--- src/rtl/exibe_sequencia.sv ---
// Memory-game playback: walks ROM addresses 0..limite, lights each stored pattern
// for T_ACESO cycles, blanks the LEDs for T_APAGADO cycles, then pulses pronto.
module exibe_sequencia #(
    parameter int T_ACESO   = 1000,
    parameter int T_APAGADO = 250
) (
    input  logic       clock,
    input  logic       reset_n,
    input  logic       iniciar,
    input  logic [3:0] limite,
    input  logic [3:0] rom_dado,
    output logic [3:0] rom_end,
    output logic [3:0] leds,
    output logic       ocupado,
    output logic       pronto,
    output logic [2:0] db_estado
);

    localparam int T_MAX = (T_ACESO > T_APAGADO) ? T_ACESO : T_APAGADO;
    localparam int TW    = (T_MAX < 2) ? 1 : $clog2(T_MAX);

    localparam logic [TW-1:0] FIM_ACESO   = TW'(T_ACESO - 1);
    localparam logic [TW-1:0] FIM_APAGADO = TW'(T_APAGADO - 1);
    localparam logic [TW-1:0] TIMER_SAT   = TW'(T_MAX - 1);

    typedef enum logic [2:0] {
        OCIOSO  = 3'd0,
        CARREGA = 3'd1,
        ACESO   = 3'd2,
        APAGADO = 3'd3,
        FIM     = 3'd4
    } estado_t;

    estado_t       r_estado;
    logic [3:0]    r_end;
    logic [3:0]    r_lim;
    logic [TW-1:0] r_timer;

    // Timer never wraps: it parks at its largest useful count.
    function automatic logic [TW-1:0] sat_inc(input logic [TW-1:0] v);
        return (v == TIMER_SAT) ? v : v + TW'(1);
    endfunction

    always_ff @(posedge clock or negedge reset_n) begin
        if (!reset_n) begin
            r_estado <= OCIOSO;
            r_end    <= '0;
            r_lim    <= '0;
            r_timer  <= '0;
        end else begin
            case (r_estado)
                OCIOSO: begin
                    if (iniciar) begin
                        r_lim    <= limite;
                        r_end    <= '0;
                        r_estado <= CARREGA;
                    end
                end
                CARREGA: begin
                    r_timer  <= '0;
                    r_estado <= ACESO;
                end
                ACESO: begin
                    if (r_timer == FIM_ACESO) begin
                        r_timer  <= '0;
                        r_estado <= APAGADO;
                    end else begin
                        r_timer <= sat_inc(r_timer);
                    end
                end
                APAGADO: begin
                    if (r_timer == FIM_APAGADO) begin
                        r_timer <= '0;
                        // Stop on the last index instead of incrementing, so no wrap.
                        if (r_end == r_lim) begin
                            r_estado <= FIM;
                        end else begin
                            r_end    <= r_end + 4'd1;
                            r_estado <= CARREGA;
                        end
                    end else begin
                        r_timer <= sat_inc(r_timer);
                    end
                end
                FIM:     r_estado <= OCIOSO;
                default: r_estado <= OCIOSO;
            endcase
        end
    end

    // Outputs decode registered state only; ROM data is already registered upstream.
    assign rom_end   = r_end;
    assign leds      = (r_estado == ACESO) ? rom_dado : 4'd0;
    assign ocupado   = (r_estado != OCIOSO);
    assign pronto    = (r_estado == FIM);
    assign db_estado = r_estado;

endmodule

--- config.mk ---
export PLATFORM = sky130hd
export DESIGN_NAME = exibe_sequencia
export DESIGN_NICKNAME = d
export VERILOG_FILES = /design/src/rtl/exibe_sequencia.sv
export SDC_FILE = /design/constraint.sdc
export NUM_CORES = 1
export LEC_CHECK = 0
export CORE_MARGIN = 3
export CORE_UTILIZATION = 53
export CTS_CLUSTER_SIZE = 16
export DETAILED_ROUTE_END_ITERATION = 6
export PLACE_DENSITY_LB_ADDON = 0.2
export SYNTH_ARGS = -nofsm -noshare
export SYNTH_HDL_FRONTEND = slang
export SYNTH_SLANG_ARGS = --single-unit
--- constraint.sdc ---
create_clock -name clock -period 2.4 [get_ports clock]
set_clock_uncertainty 0.2 [all_clocks]
set_input_delay 0.24 -clock clock [delete_from_list [all_inputs] [get_ports clock]]
set_output_delay 0.24 -clock clock [all_outputs]
set_load 0.05 [all_outputs]
# == Yosys cells after proc, flatten, opt, wreduce, memory -nomap -nowiden ==
# Index checks and enable logic that the tools add are counted.
# totals
ff_bits,21
latch_bits,0
ram_bits,0
rom_bits,0
output_inout_bits,13
mem_count,0
# classes
add_sub_neg,2
mul,0
div_mod_pow,0
magnitude_cmp,0
eq_ne,12
shifts,0
muxes,14
n_bitwise,0
n_reduce_logical,8
# ops
cell,n
10-bit two-way mux,3
10-bit case mux with 3 select lines,1
4-bit two-way mux,4
3-bit two-way mux,4
3-bit case mux with 4 select lines,1
10-bit by 1-bit adder with 10-bit output (second input constant),1
10-bit equality test (second input constant),1
10-bit by 8-bit equality test with 1-bit output (second input constant),1
2-bit inequality test (second input constant),4
4-bit case mux with 2 select lines,1
3-bit by 2-bit equality test with 1-bit output (second input constant),2
3-bit nonzero test,2
4-bit by 1-bit adder with 4-bit output (second input constant),1
4-bit equality test,1
2-bit AND reduction,2
4-bit AND reduction,1
3-bit by 1-bit equality test with 1-bit output (second input constant),1
3-bit equality test (second input constant),1
3-bit logical NOT,1
3-bit inequality test (second input constant),1
3-bit AND reduction,1
2-bit nonzero test,1

# == Longest topological paths before layout ==
# depth
depth_word,4
mapped_depth,7
mapped_depth_nobuf,6

# == Worst setup path before layout ==
# No wires, ideal clock.
# synth_timing
path_type,register to register
start,"reg r_estado[0], in the netlist db_estado[0]"
end,"reg r_end[0], in the netlist rom_end[0]"
setup_time_ns,0.125
arrival_time_ns,2.160
required_time_ns,2.075
slack_ns,-0.085
path_stages_with_launch,6
path_buffers,1
cell_sequence,dfrtp_1 > buf_4 > or3_1 > nor2_1 > a31oi_1 > mux2_2
# synth_via
elab_chain_len,3
elab_cells_between_ends,8
cone_classes,4 x eq/ne; 1 x mux; 3 x reduce/logical
# synth_rtl
element,line,rtl
"start, declared",34,estado_t r_estado;
"start signal, assigned",46,r_estado <= OCIOSO;
"start signal, assigned",56,r_estado <= CARREGA;
"start signal, assigned",61,r_estado <= ACESO;
3-bit by 2-bit equality test with 1-bit output or 3-bit logical NOT (tied branches),51,case (r_estado)
2-bit inequality test (no line) or 2-bit nonzero test (tied branches),-,
4-bit AND reduction (no line),-,
"end signal, assigned",78,r_end <= r_end + 4'd1;
"end, declared",35,logic [3:0] r_end;
# Several ways; a longest one is shown, not always the timed one.
# A chain may end at the register's enable or synchronous reset.

# == Worst setup path in the final report ==
# layout_timing
start,"reg r_estado[0], in the netlist db_estado[0]"
end,out db_estado[0]
# layout_lines
element,line,rtl
"end, declared",16,output logic [2:0] db_estado
# No word-level cell between the ends.

==> metrics.cfg <==
[timing]
slew_viol_final=0
grt_setup_unrepaired=false
finalHoldViolCount=0
fin_crit_sh_pct=93.34
slew_headroom_pct=66.31
fmax_mhz=446.4
finalCriticalPeriod_ps=2240
finalSetupTns_ps=0
setup_viol=0
holdWs_ps=49.47
worstMarginPinSlew_ps=503.8

[clock_tree]
clk_latency_ps=320
post_cts_buffers=0
clock_path_buffers=2
cts_sinks=21
hold_buffers=0
cts_tree=built
h-tree-depth=1
cts_buffers=3
cts-root-buf=clkbuf_4
clk_pin_slew_ps=140

[worst_setup_path]
crit_path_end_kind=output pin
crit_family=buffers and inverters
path_buf_inv=1
crit_path_max_fanout=12
worst-setup-path-type=flip-flop to output pin
critPathLaunchType=flip-flop
cp.arrival_ps=1800
crit_required_ps=1960
max_stage_delay_ps=880
crit_slowest_cell=clkdlybuf4s50_1
path_cells=clkdlybuf4s50_1

[finish]
fill_cells=213
ff_latch_area_sq_um=526.8
drive_gt1_share_pct=22.29
num_antenna_cells=0
area_growth_syn_to_layout_pct=20.86
multiInputGateArea_sq_um=873.3
num-nets-final=181

[logic_synthesis]
yosysUniqueCellTypes=53
yosysWarnings=0
synth_top_cell_by_area=dfrtp_1
synth_edf_count=0
syn_area_sq_mm=0.001451
yosysSeqAreaShare_pct=36.21
netlist_instances=139
avgSynthCellArea_sq_um=10.44
ys_ff_latch=21
synth_top_area_share_pct=36.21
async_reset_ff_share_pct=100.0
syn-num-nets=153
synthFlopType=dfrtp_1
synth.top_cells.by_area=dfrtp_1, mux2_2, a221o_1

[placed_design]
dp_hpwl_mm=2.455
port-buffer-count=23
place_congestion=0.8655

[power]
powerDensity_mw_per_mm2=342.0
p_leak_nw=0.7644
ir_drop_v=0.0002931
p_total_mw=0.6000

[routing]
routed_wl_mm=3.413
ant_nets=0
met2WireLength_mm=1.581
drtPass1Iterations=4
vias_per_cell=6.388
drc=0
vias=1252
dr.max_layer_used=met4
met3_length_um=227
drtIter0Drc=41
drt-wirelength-per-cell_um=17.41
wl_met1_mm=1.502

[floorplanning]
boundaryPins=24
die_y_um=58.33
die_w_um=58.33
core_sq_mm=0.002545
initial_core_util_pct=57.03
die_area_sq_mm=0.003402
row_count=18

[outcome]
status=completed

[global_route]
grt.overflow.total=0
grt_max_degree=22
antenna_found_initial=0
track_usage_pct=22.15
grt_pass1_wl_mm=5.761
grt_pass1_vias=1163

[job]
drv_cap=0

[min_path]
hp-class=input pin to asynchronous set/reset pin

[metal layers]
metal / track usage [%] / vias up
li1: - / 596
met3: 3.070 / 10
met4: 11.26 / 0
met2: 33.65 / 45
met5: 0 / -
met1: 30.77 / 601
[synthesized netlist by cell type, types with 3 or more instances]
cell      instances
nand2_1           8
ha_1              3
and3_1            5
o31ai_1           3
a221oi_1          3
mux2_2            5
nor3_1            3
inv_1             7
and2_1            5
a221o_1           5
o21ai_0           4
xnor2_1           4
buf_2             3
nor2_1            3
dfrtp_1          21
nand3_1           5
a22o_1            3
[flip-flops by register name, indices dropped and copies added (netlist names)]
name       cells
r_timer       10
r_lim          4
rom_end        4
db_estado      3
[power by group]
| part | switching [mW] | leakage [nW] | internal [mW] | total, mW |
|---|---|---|---|---|
| clock network | 0.125 | 0.0177 | 0.0624 | 0.187 |
| registers | 0.00255 | 0.267 | 0.357 | 0.360 |
| logic | 0.0269 | 0.479 | 0.0260 | 0.0529 |
[per-stage QoR]
step	std cells	cell area [sq um]	utilization (%)	worst slack, ps
after floorplan	139	1459	-	113.3
after global placement	192	1728	67.90	200.5
after detailed placement	192	1728	67.90	96.42
after CTS	196	1753	68.88	76.60
after global routing	196	1754	68.93	70.87
final	196	1754	68.93	159.8
[final cells by class]
type | count | area share (%)
sequential | 21 | 30.03
multi-input combinational | 105 | 49.79
inverter | 7 | 1.498
clock inverter | 1 | 0.2853
tap | 30 | 2.140
timing repair buffer | 29 | 14.98
clock buffer | 3 | 1.284
[cells by family (layout without fill, tap and decap cells)]
kind of cell	after synthesis	in the layout	synth area share (%)
AOI/OAI and AO/OA	36	36	23.02
xor gates and xnor gates	4	4	2.414
adders and majority gates	3	3	2.586
buffers and inverters	13	40	4.137
DFF	21	21	36.21
muxes	7	7	5.258
and+or+nand+nor	55	55	26.38
[placed cells by master (no fill, tap or decap), types with 3 or more instances in the layout]
master / n
dfrtp_1: 20
clkdlybuf4s50_1: 17
buf_4: 10
nand2_1: 8
inv_1: 7
and2_1: 5
nand3_1: 5
and3_1: 5
a221o_1: 5
mux2_2: 5
o21ai_0: 4
xnor2_1: 4
o31ai_1: 3
a22o_1: 3
a221oi_1: 3
nor3_1: 3
ha_1: 3
clkbuf_4: 3
[final timing paths]
path                         startpoint            to  slack (ps)  depth (start not counted)
max                        db_estado[0]  db_estado[0]         160                          1
min                             reset_n    r_timer[2]          50                          2
max reg2reg                  r_timer[1]    r_timer[4]         210                          5
min reg2reg                    r_lim[1]      r_lim[1]         350                          1
max in group asynchronous       reset_n    r_timer[0]        1710                          2
min in group clock            limite[0]      r_lim[0]         320                          2
[timing repair]
item / CTS / global route
cloned: 0 / 0
endpoints found under the setup margin: 2 / 7
gates resized for setup: 2 / 1
pin swaps: 0 / 1
Power figures use the tool's default switching activity.
==> edit, RTL diff (config.mk and constraints unchanged) <==
The parameter `T_ACESO` goes from 1000 to 2000.
--- a/src/rtl/exibe_sequencia.sv
+++ b/src/rtl/exibe_sequencia.sv
@@ -3,3 +3,3 @@
 module exibe_sequencia #(
-    parameter int T_ACESO   = 1000,
+    parameter int T_ACESO   = 2000,
     parameter int T_APAGADO = 250
Function: no difference found for any inputs over 10 cycles, from zero or initial values and one cycle with reset_n low; that may be too few to reach the edited logic, so the function may still have changed.
==> edit against the original RTL <==
Sequential cell count up 1; setup slack better by 0.040 ns; register-to-register slack improved by 0.09 ns; area after synthesis decreased by 5.8%; critical endpoint unchanged; non-clock buffer count fell by 4; routed wire length fell by 7.6%; cell area is 6.0% lower; largest cell class unchanged.
Power is not compared: it rests on default switching activity, and its combinational part moved more than twofold at a synthesized area within 25%.
==> edit: results (changes against the original RTL) <==
metric;value;unit;change
outcome;finished, final reports clean;;unchanged
global_route_wire_length_before_repair;5250;um;was 5761 um
hold-worst-slack;0.04530;ns;was 0.04947 ns
seqCellArea;550.5;um2;was 526.8 um2
reg2reg_slack;0.30;ns;was 0.21 ns
synth.ff_latch_count;22;;was 21
gr-usage-met2;32.84;%;was 33.65%
buffers_excl_clock;25;;was 29
n_multi_input_combinational_cell;103;;was 105
grt.total_usage;21.19;%;was 22.15%
worstMarginPinSlew;0.5145;ns;was 0.5038 ns
first_global_vias;1093;;was 1163
first_iter_violations;38;;was 41
drt_pass1_iterations;4;;unchanged
grt_start_max_net_pins;23;;was 22
worst-endpoint-arrival;1.76;ns;was 1.80 ns
multi_input_area_share;47.19;%;was 49.79%
post-place-cells;185;;was 192
finalWirelength;3153;um;was 3413 um
clockBufferDepth;2;;unchanged
met1_use_gr;27.60;%;was 30.77%
crit-reg2reg-capture;r_timer[1];;was r_timer[4]
clock_cell_area_share;1.366;%;was 1.569%
drive_gt1_share;18.13;%;was 22.29%
critical_path.reg2reg.startpoint;r_timer[0];;was r_timer[1]
buf_share;14.34;%;was 14.98%
detailedPlacementHpwl;2360;um;was 2455 um
ys_top_cells_by_count;sky130_fd_sc_hd__dfrtp_1 (22), sky130_fd_sc_hd__nand2_1 (10), sky130_fd_sc_hd__o21ai_0 (10);;was sky130_fd_sc_hd__dfrtp_1 (21), sky130_fd_sc_hd__nand2_1 (8), sky130_fd_sc_hd__inv_1 (7)
syn_nets;149;;was 153
routed_wire_length_per_instance;16.77;um;was 17.41 um
route.met3.wl;188;um;was 227 um
via_count;1155;;was 1252
gp_congestion;0.8470;;was 0.8655
largest_reg_flops;11;;was 10
dr_wl_met2;1461;um;was 1581 um
min_period_over_period;91.68;%;was 93.34%
post-place-ws;0.3055;ns;was 0.09642 ns
synth_seq_area_share;40.26;%;was 36.21%
num-fill-cells;181;;was 213
clockRootBuffer;sky130_fd_sc_hd__clkbuf_4;;unchanged
cp_max_fo;11;;was 12
ys_types;48;;was 53
synth_top_cells_by_area;sky130_fd_sc_hd__dfrtp_1 (40%), sky130_fd_sc_hd__mux2_2 (4.1%), sky130_fd_sc_hd__and2_1 (3.7%);;was sky130_fd_sc_hd__dfrtp_1 (36%), sky130_fd_sc_hd__mux2_2 (3.9%), sky130_fd_sc_hd__a221o_1 (3.4%)
met1Wirelength;1400;um;was 1502 um
## edit: cell count changes in the layout (fill, tap and decap cells not counted), sizes merged, moves of 3 or more
cell | before | now
o21ai | 4 | 10
a221o | 5 | 0
nand4 | 1 | 6
xor2 | 0 | 5
and3 | 6 | 2
buf | 10 | 6
a221oi | 3 | 0
and2 | 5 | 8
## edit: through the flow
step / utilization [%] / cell area (um2) / power [W]
3_3_place_gp: 70.10 / 1625 / 0.0009358
5_1_grt: 71.13 / 1649 / 0.001204
6_report: 71.13 / 1649 / 0.001129
3_5_place_dp: 70.10 / 1625 / 0.0009607
4_1_cts: 71.02 / 1647 / 0.001133
2_1_floorplan: - / 1373 / 0.0008401
## edit: logic make-up (layout without fill, tap and decap cells)
family,count (synthesis),count (layout),share of synthesized area (%)
and+or+nand+nor,56,56,28.00
muxes,5,5,4.117
DFF,22,22,40.26
xor gates and xnor gates,7,7,4.483
AOI/OAI and AO/OA,32,32,17.20
buffers and inverters,10,35,3.202
adders and majority gates,3,3,2.745
